<file path="src/rtl/ctrl_pkg.sv">
`default_nettype none
// ============================================================================
// Module   : ctrl_pkg
// Brief    : Shared opcode, u_control and funct7 encodings, the packed control
//            word and the decode-pipe state type.
// Revision : 1.0 - initial release
// ============================================================================
package ctrl_pkg;

    localparam logic [6:0] c_op_lui    = 7'b0110111;
    localparam logic [6:0] c_op_auipc  = 7'b0010111;
    localparam logic [6:0] c_op_jal    = 7'b1101111;
    localparam logic [6:0] c_op_jalr   = 7'b1100111;
    localparam logic [6:0] c_op_branch = 7'b1100011;
    localparam logic [6:0] c_op_load   = 7'b0000011;
    localparam logic [6:0] c_op_store  = 7'b0100011;
    localparam logic [6:0] c_op_opimm  = 7'b0010011;
    localparam logic [6:0] c_op_op     = 7'b0110011;

    localparam logic [1:0] c_u_none  = 2'b00;
    localparam logic [1:0] c_u_lui   = 2'b01;
    localparam logic [1:0] c_u_auipc = 2'b10;

    localparam logic [6:0] c_f7_base   = 7'b0000000;
    localparam logic [6:0] c_f7_alt    = 7'b0100000;
    localparam logic [6:0] c_f7_muldiv = 7'b0000001;

    typedef struct packed {
        logic [1:0] u_control;
        logic       reg_write;
        logic       alu_src_imm;
        logic       mem_read;
        logic       mem_write;
        logic       branch;
        logic       jump;
        logic       jalr;
        logic       muldiv;
    } ctrl_t;

    typedef enum logic [0:0] {
        RUN  = 1'b0,
        TRAP = 1'b1
    } state_t;

endpackage
`default_nettype wire

</file>
<file path="src/rtl/ctrl_decode_comb.sv">
`default_nettype none
// ============================================================================
// Module   : ctrl_decode_comb
// Brief    : Pure combinational RV32I instr -> {ctrl_t, illegal} decode.
//            Macro RV_M_EXT_EN accepts the M-extension OP encoding (muldiv).
// Revision : 1.0 - initial release
// ============================================================================
module ctrl_decode_comb
    import ctrl_pkg::*;
(
    input  logic [31:0] instr,
    output logic [9:0]  ctrl,
    output logic        illegal
);

    logic [6:0] w_opcode;
    logic [2:0] w_funct3;
    logic [6:0] w_funct7;
    ctrl_t      w_ctrl;
    logic       w_illegal;
    logic       w_unused;

    assign w_opcode = instr[6:0];
    assign w_funct3 = instr[14:12];
    assign w_funct7 = instr[31:25];
    assign w_unused = ^{instr[24:15], instr[11:7]};

    always_comb begin
        w_ctrl           = '0;
        w_ctrl.u_control = c_u_none;
        w_illegal        = 1'b0;
        case (w_opcode)
            c_op_lui: begin
                w_ctrl.u_control = c_u_lui;
                w_ctrl.reg_write = 1'b1;
            end
            c_op_auipc: begin
                w_ctrl.u_control = c_u_auipc;
                w_ctrl.reg_write = 1'b1;
            end
            c_op_jal: begin
                w_ctrl.reg_write = 1'b1;
                w_ctrl.jump      = 1'b1;
            end
            c_op_jalr: begin
                if (w_funct3 == 3'b000) begin
                    w_ctrl.reg_write   = 1'b1;
                    w_ctrl.jump        = 1'b1;
                    w_ctrl.jalr        = 1'b1;
                    w_ctrl.alu_src_imm = 1'b1;
                end else begin
                    w_illegal = 1'b1;
                end
            end
            c_op_branch: w_ctrl.branch = 1'b1;
            c_op_load: begin
                w_ctrl.mem_read    = 1'b1;
                w_ctrl.reg_write   = 1'b1;
                w_ctrl.alu_src_imm = 1'b1;
            end
            c_op_store: begin
                w_ctrl.mem_write   = 1'b1;
                w_ctrl.alu_src_imm = 1'b1;
            end
            c_op_opimm: begin
                w_ctrl.reg_write   = 1'b1;
                w_ctrl.alu_src_imm = 1'b1;
            end
            c_op_op: begin
                if (w_funct7 == c_f7_base || w_funct7 == c_f7_alt) begin
                    w_ctrl.reg_write = 1'b1;
`ifdef RV_M_EXT_EN
                end else if (w_funct7 == c_f7_muldiv) begin
                    w_ctrl.reg_write = 1'b1;
                    w_ctrl.muldiv    = 1'b1;
`else
                // Without the M extension its encoding is just another bad funct7
                end else if (w_funct7 == c_f7_muldiv) begin
                    w_illegal = 1'b1;
`endif
                end else begin
                    w_illegal = 1'b1;
                end
            end
            default: w_illegal = 1'b1;
        endcase
        if (w_illegal) begin
            w_ctrl = '0;
        end
    end

    assign ctrl    = w_ctrl;
    assign illegal = w_illegal;

endmodule
`default_nettype wire

</file>
<file path="src/rtl/ctrl_decode_pipe.sv">
`default_nettype none
// ============================================================================
// Module   : ctrl_decode_pipe
// Brief    : One-stage valid/ready decode register with illegal-instruction
//            trap and saturating counter. Macro RV_M_EXT_EN enables muldiv.
// Revision : 1.0 - initial release
// ============================================================================
module ctrl_decode_pipe
    import ctrl_pkg::*;
#(
    parameter int ADDR_W = 32,
    parameter int CNT_W  = 8
) (
    input  logic              clk,
    input  logic              rst,
    input  logic              in_valid,
    output logic              in_ready,
    input  logic [31:0]       instr,
    input  logic [ADDR_W-1:0] in_pc,
    input  logic              flush,
    output logic              out_valid,
    input  logic              out_ready,
    output logic [ADDR_W-1:0] out_pc,
    output logic [9:0]        out_ctrl,
    output logic              trap,
    input  logic              trap_ack,
    output logic [CNT_W-1:0]  illegal_cnt
);

    state_t            r_state;
    logic              r_out_valid;
    logic [ADDR_W-1:0] r_out_pc;
    logic [9:0]        r_out_ctrl;
    logic [CNT_W-1:0]  r_illegal_cnt;

    logic [9:0]        w_dec_ctrl;
    logic              w_dec_illegal;
    logic              w_in_fire;
    logic              w_out_fire;

    ctrl_decode_comb u_decode (
        .instr   (instr),
        .ctrl    (w_dec_ctrl),
        .illegal (w_dec_illegal)
    );

    assign in_ready   = (r_state == RUN) & (~r_out_valid | out_ready) & ~rst;
    assign w_in_fire  = in_valid & in_ready;
    assign w_out_fire = r_out_valid & out_ready;

    always_ff @(posedge clk) begin
        if (rst) begin
            r_state       <= RUN;
            r_out_valid   <= 1'b0;
            r_out_pc      <= '0;
            r_out_ctrl    <= '0;
            r_illegal_cnt <= '0;
        end else if (flush) begin
            r_state     <= RUN;
            r_out_valid <= 1'b0;
        end else begin
            // An illegal word never reaches the output; the held entry may still drain
            if (w_in_fire && w_dec_illegal) begin
                r_state <= TRAP;
                if (r_illegal_cnt != '1) begin
                    r_illegal_cnt <= r_illegal_cnt + CNT_W'(1);
                end
                if (w_out_fire) begin
                    r_out_valid <= 1'b0;
                end
            end else if (w_in_fire) begin
                r_out_valid <= 1'b1;
                r_out_pc    <= in_pc;
                r_out_ctrl  <= w_dec_ctrl;
            end else if (w_out_fire) begin
                r_out_valid <= 1'b0;
            end
            if (r_state == TRAP && trap_ack) begin
                r_state <= RUN;
            end
        end
    end

    assign out_valid   = r_out_valid;
    assign out_pc      = r_out_pc;
    assign out_ctrl    = r_out_ctrl;
    assign trap        = (r_state == TRAP);
    assign illegal_cnt = r_illegal_cnt;

endmodule
`default_nettype wire
</file>
<file path="config.mk">
export PLATFORM = sky130hd
export DESIGN_NAME = ctrl_decode_pipe
export DESIGN_NICKNAME = d
export VERILOG_FILES = /design/src/rtl/ctrl_pkg.sv /design/src/rtl/ctrl_decode_comb.sv /design/src/rtl/ctrl_decode_pipe.sv
export SDC_FILE = /design/constraint.sdc
export NUM_CORES = 1
export LEC_CHECK = 0
export CAP_MARGIN = 10
export CORE_ASPECT_RATIO = 1.2
export CORE_UTILIZATION = 42
export CTS_CLUSTER_DIAMETER = 40
export DETAILED_ROUTE_END_ITERATION = 7
export PLACE_DENSITY = 0.88
export SYNTH_ARGS = -nofsm -noshare
export SYNTH_HDL_FRONTEND = slang
export SYNTH_SLANG_ARGS = --single-unit
export TNS_END_PERCENT = 5
</file>
<file path="constraint.sdc">
create_clock -name clk -period 3.6 [get_ports clk]
set_clock_uncertainty 0.15 [all_clocks]
set_input_delay 0.36 -clock clk [delete_from_list [all_inputs] [get_ports clk]]
set_output_delay 0.36 -clock clk [all_outputs]
set_load 0.02 [all_outputs]
</file>
* Word-level counts from Yosys, hierarchy flattened
Cells that the tools add are included.
** Operators by class
- $add $sub $neg :: 1
- Eq/ne operators :: 11
- Mux-type cells :: 17
- Bitwise operators :: 10
- Reduce and logical (&&, ||, !) cells :: 12
** Operators with widths (number)
- == test 7 x 6 -> 1 bit (second input constant) :: 4
- == test 7 bit (second input constant) :: 3
- == test 7 x 5 -> 1 bit (second input constant) :: 2
- 2-to-1 mux 1 bit :: 10
- 2-to-1 mux 10 bit :: 1
- adder 8 x 1 -> 8 bit (second input constant) :: 1
- != test 8 bit (second input constant) :: 1
- == test 7 x 2 -> 1 bit (second input constant) :: 1
- logical NOT 7 bit :: 1
- OR reduction 7 bit :: 1
- one-hot mux 1 bit (3 select lines) :: 2
- AND reduction 3 bit :: 2
- OR reduction 3 bit :: 2
- inverter 1 bit :: 5
- OR reduction 5 bit :: 1
- AND 1 bit :: 4
- one-hot mux 1 bit (2 select lines) :: 2
- one-hot mux 2 bit (2 select lines) :: 1
- logical NOT 3 bit :: 1
- logical AND 1 bit :: 2
- 2-to-1 mux 2 bit :: 1
- OR reduction 2 bit :: 1
- logical OR 1 bit :: 1
- bitwise OR 1 bit :: 1
** Word-level totals
- Register bits :: 52
- Input bits :: 70
- Output and inout bits :: 53
- Word-level logic and storage cells :: 56

* Logic depth before layout (Yosys ltp)
- Depth after elaboration :: 8
- Mapped depth :: 7
- Gate-level depth less buffers :: 6

* Modules after synthesis
From an unflattened synthesis, not the netlist that was laid out.
** Unflattened totals
- Cells, all modules :: 285
- Area total of the unflattened synthesis :: 2225.9 µm²
** Modules (own cells, without submodules)
- ctrl_decode_pipe :: times used 1, cells each 246, area each 1974.4 µm², sequential area each 1041.0 µm²
- ctrl_decode_comb :: times used 1, cells each 39, area each 251.5 µm², sequential area each 0.0 µm²

* Worst setup path after synthesis
No wires, ideal clock.
- Path type :: input-to-reg
- From :: in instr[26]
- To :: reg r_out_ctrl[4], in the netlist out_ctrl[4]
- Setup time :: 0.070 ns
- Arrival :: 1.972 ns
- Required time :: 3.380 ns
- Setup slack :: 1.408 ns
- Stages on the path :: 6
- Path buffers :: 1
- Path through :: nor4_4 > a2111oi_2 > or4_4 > buf_6 > or4_1 > a21oi_1
** On the way
- Longest elaborated chain between the ends :: 7
- Elaborated cells between the ends (all ways) :: 9
- Classes of those cells :: eq/ne: 1; mux: 3; bitwise: 1; reduce/logical: 4
** RTL lines
- start: declaration :: line ctrl_decode_pipe.sv:18 : input logic [31:0] instr,
- == test 7 x 6 -> 1 bit or logical NOT 7 bit (tied branches) :: line ctrl_decode_comb.sv:70 : if (w_funct7 == c_f7_base || w_funct7 == c_f7_alt) begin
- logical OR 1 bit * :: line ctrl_decode_comb.sv:70
- 2-to-1 mux 1 bit * :: line ctrl_decode_comb.sv:70
- one-hot mux 1 bit (3 select lines) * :: line ctrl_decode_comb.sv:32 : case (w_opcode)
- logical AND 1 bit :: line ctrl_decode_pipe.sv:63 : if (w_in_fire && w_dec_illegal) begin
- inverter 1 bit (no line)
- AND reduction 3 bit (no line)
- end signal: assignment :: line ctrl_decode_pipe.sv:74 : r_out_ctrl <= w_dec_ctrl;
- end: declaration :: line ctrl_decode_pipe.sv:33 : logic [9:0] r_out_ctrl;
Every way passes the cells marked *; elsewhere a longest branch is shown, timed or not.
A chain may end at the register's enable or synchronous reset.

* Worst setup path in the final report
- From :: in instr[4]
- To :: reg r_out_ctrl[6], in the netlist out_ctrl[6]
** On the way
- Longest elaborated chain between the ends :: 6
- Elaborated cells between the ends (all ways) :: 17
- Classes of those cells :: eq/ne: 9; mux: 3; bitwise: 1; reduce/logical: 4
** RTL lines (line)
- == test 7 bit (tied with other cells) :: ctrl_decode_comb.sv:32
- OR reduction 7 bit (no line)
- one-hot mux 1 bit (3 select lines) :: ctrl_decode_comb.sv:32
- logical AND 1 bit :: ctrl_decode_pipe.sv:63
- inverter 1 bit (no line)
- AND reduction 3 bit (no line)
Several ways; a longest one is shown, not always the timed one.

==> reports/qor.csv <==
stage;metric;value;unit
global_route;vias in the first global route;2288;
synthesis;top-count cell post-synth;dfxtp_1;
global_route;Global Route Usage Sum;23.3;%
pwr;P_leak;1.11;nW
worst_setup_path;Critical Path AT;2.85;ns
sta;fin. max-slew vios;0;
global_route;initial antenna violation count;0;
floorplan;y dimension of the die;82.4;um
finish;antenna cells;0;
placement;I/O Buffers;105;
sta;final hold vios;0;
synthesis;asr flop ratio synth;0;%
finish;Fill cells;449;
placement;Placer Congestion;0.839;
floorplan;initial core utilization;44.8;%
clock_network;Worst-Skew Late Latency;0.30;ns
drt;vias post-DR;2418;
global_route;GR Overflow Total;0;
synthesis;register area share after synthesis;45.1;%
finish;area delta synth->final;52.0;%
synthesis;Synth Area per Inst;8.23;sq um
worst_setup_path;worst-path fanout max;22;
sta;Fmax;0.359;GHz
drt;DRC viols;0;
clock_network;post-CTS sizing;0;
synthesis;area of the mapped netlist;2260;sq um
synthesis;Yosys Warn Count;0;
synthesis;cell count after synthesis;275;
clock_network;CTS Root Cell;clkbuf_8;
placement;placed insts;419;
synthesis;Synthesized Nets;346;
pwr;Power Density;312;nW/um^2
clock_network;# clock sinks;51;
hold_path;worst hold-check path type;reg2reg;
drt;Vias per Instance;5.66;
pwr;worst vdd rail ir drop;0.157;mV
sta;worst relative slew slack;40.2;%
clock_network;CTS Buffer Depth;2;
synthesis;Synth Register Bits;51;
floorplan;Core Area;5040;sq um
clock_network;clock slew at reported path FFs;0.09;ns
synthesis;Cell variety after synth;45;
floorplan;DIE WIDTH;69.0;um
clock_network;CTS tree;yes;
job;max-cap violation count;0;
finish;fraction of layout cells with a size suffix above 1;5.99;%
floorplan;Die ar.;5680;sq um
worst_setup_path;Critical Path Sink Type;register;
sta;Worst-Margin Slew;0.896;ns
worst_setup_path;Setup crit start kind;input pin;
synthesis;area share of the largest cell type after synthesis;45.1;%
drt;initial DRC count;211;
clock_network;hold_buf cts;0;
drt;Final ANT Viol Nets;0;
sta;Final setup viols;0;
clock_network;H-tree depth;2;
synthesis;ys flop type;dfxtp_1;
sta;RSZ-0062 raised after global routing;false;
synthesis;largest cells by area after synthesis;dfxtp_1 45%, a21oi_1 9.7%, o21ai_0 8.6%, nand3_1 8.2%, clkbuf_1 3.8%;
sta;fin crit share;77.4;%
clock_network;Post-CTS Setup Repair Bufs;0;
drt;final wirelength;6.29;mm
drt;per-cell routed wire length;14.7;um
placement;Final HPWL DP;4.40;mm
clock_network;CTS buffer count;5;
run_status;status;finished, final reports clean;
global_route;largest net degree at the start of global routing;52;
worst_setup_path;Req. time, crit path;3.66;ns
worst_setup_path;critical path type;in2reg;
finish;non-filler cells, final;427;
sta;Tmin final;2.79;ns
finish;Nets;437;
synthesis;most frequent cells after synthesis;51 x dfxtp_1, 44 x a21oi_1, 39 x o21ai_0;
global_route;first-pass GRT wire length;9.96;mm
drt;DR pass1 iterations;4;
floorplan;std cell rows;28;
synthesis;largest area contributor in the netlist;dfxtp_1;
synthesis;Post-synth EDFFs;0;
floorplan;IO Pins;123;
sta;setup_tns;0;ns
logic make-up (layout without fill, tap and decap cells):
group / after synthesis / count (layout) / share of synthesized area (%)
AO/OA/AOI/OAI: 104 / 104 / 25.9
AND/OR/NAND/NOR: 87 / 87 / 22.3
flip-flops: 51 / 51 / 45.1
buffers and inverters: 30 / 122 / 5.48
adder cells (fa/ha/maj): 1 / 1 / 0.553
other: 1 / 1 / 0.166
multiplexers: 1 / 1 / 0.498
worst max-delay path, stage by stage:
cell and delay (ns):
clkdlybuf4s50_1 0.54, nand2b_1 0.24, a21o_1 0.23, nor4_4 0.74, buf_4 0.39, a21oi_1 0.10, a311oi_1 0.24
report_power, final:
| part | internal (mW) | switching, mW |
|---|---|---|
| Clock | 0.175 | 0.187 |
| Combinational | 0.0735 | 0.0664 |
| Sequential | 0.568 | 0.00401 |
| Total | 0.816 | 0.258 |
final timing paths:
| path | start | to | slack [ns] | depth (start not counted) |
|---|---|---|---|---|
| worst max register to register | illegal_cnt[0] | illegal_cnt[5] | 1.41 | 6 |
| worst min-delay path | out_ctrl[9] | out_ctrl[9] | 0.33 | 2 |
| worst min register to register | out_ctrl[9] | out_ctrl[9] | 0.33 | 2 |
| worst max-delay path | instr[4] | out_ctrl[6] | 0.81 | 7 |
stage by stage:
stage	hold slack (ns)	cell area, sq um	total power, mW	worst slack, ns	utilization (%)
finish	0.327	3440	1.07	0.812	68.2
global route	0.343	3440	1.11	0.668	68.2
CTS	0.328	3440	1.08	0.832	68.2
detailed placement	0.315	3340	0.724	0.490	66.1
global placement	0.309	3340	0.723	0.561	66.1
floorplan	0.289	2260	0.638	1.41	-
metal layers:
| metal | part of all wire [%] | vias to the layer above | global-route usage [%] | wire (um) |
|---|---|---|---|---|
| met4 | 2.2 | 0 | 11.6 | 140 |
| met2 | 52 | 81 | 42.8 | 3240 |
| met5 | 0 | - | 0 | 0 |
| met3 | 6.1 | 9 | 3.71 | 385 |
| met1 | 40 | 1127 | 25.0 | 2520 |
| li1 | - | 1201 | - | - |
final cells by class:
class	count	area [sq um]	share of cell area, %
Multi-Input combinational cell	194	1140	33.2
Clock buffer	7	96.3	2.80
Tap cell	60	75.1	2.18
Sequential cell	51	1020	29.7
Timing Repair Buffer	110	1080	31.5
Clock inverter	1	7.51	0.218
Inverter	4	15.0	0.437
flip-flops by register name, indices dropped and copies added (netlist names):
signal	count
out_pc	32
out_ctrl	9
illegal_cnt	8
out_valid	1
trap	1
cell usage in the layout, fill, tap and decap left out, drive strengths merged, types with 2 or more instances in the layout:
| cell type | instances |
|---|---|
| inv | 4 |
| or4 | 4 |
| a311oi | 2 |
| buf | 6 |
| o311ai | 2 |
| a21oi | 44 |
| nand4 | 3 |
| o211ai | 2 |
| clkdlybuf4s50 | 104 |
| and3 | 3 |
| nor4 | 4 |
| o41ai | 2 |
| dfxtp | 51 |
| or2 | 2 |
| nand2 | 8 |
| nor3b | 3 |
| o21ai | 40 |
| nand3 | 37 |
| clkbuf | 7 |
| nor2b | 3 |
| nor3 | 6 |
| a31oi | 3 |
| nor2 | 7 |
| o31ai | 3 |
(Power assumes the default switching activity.)
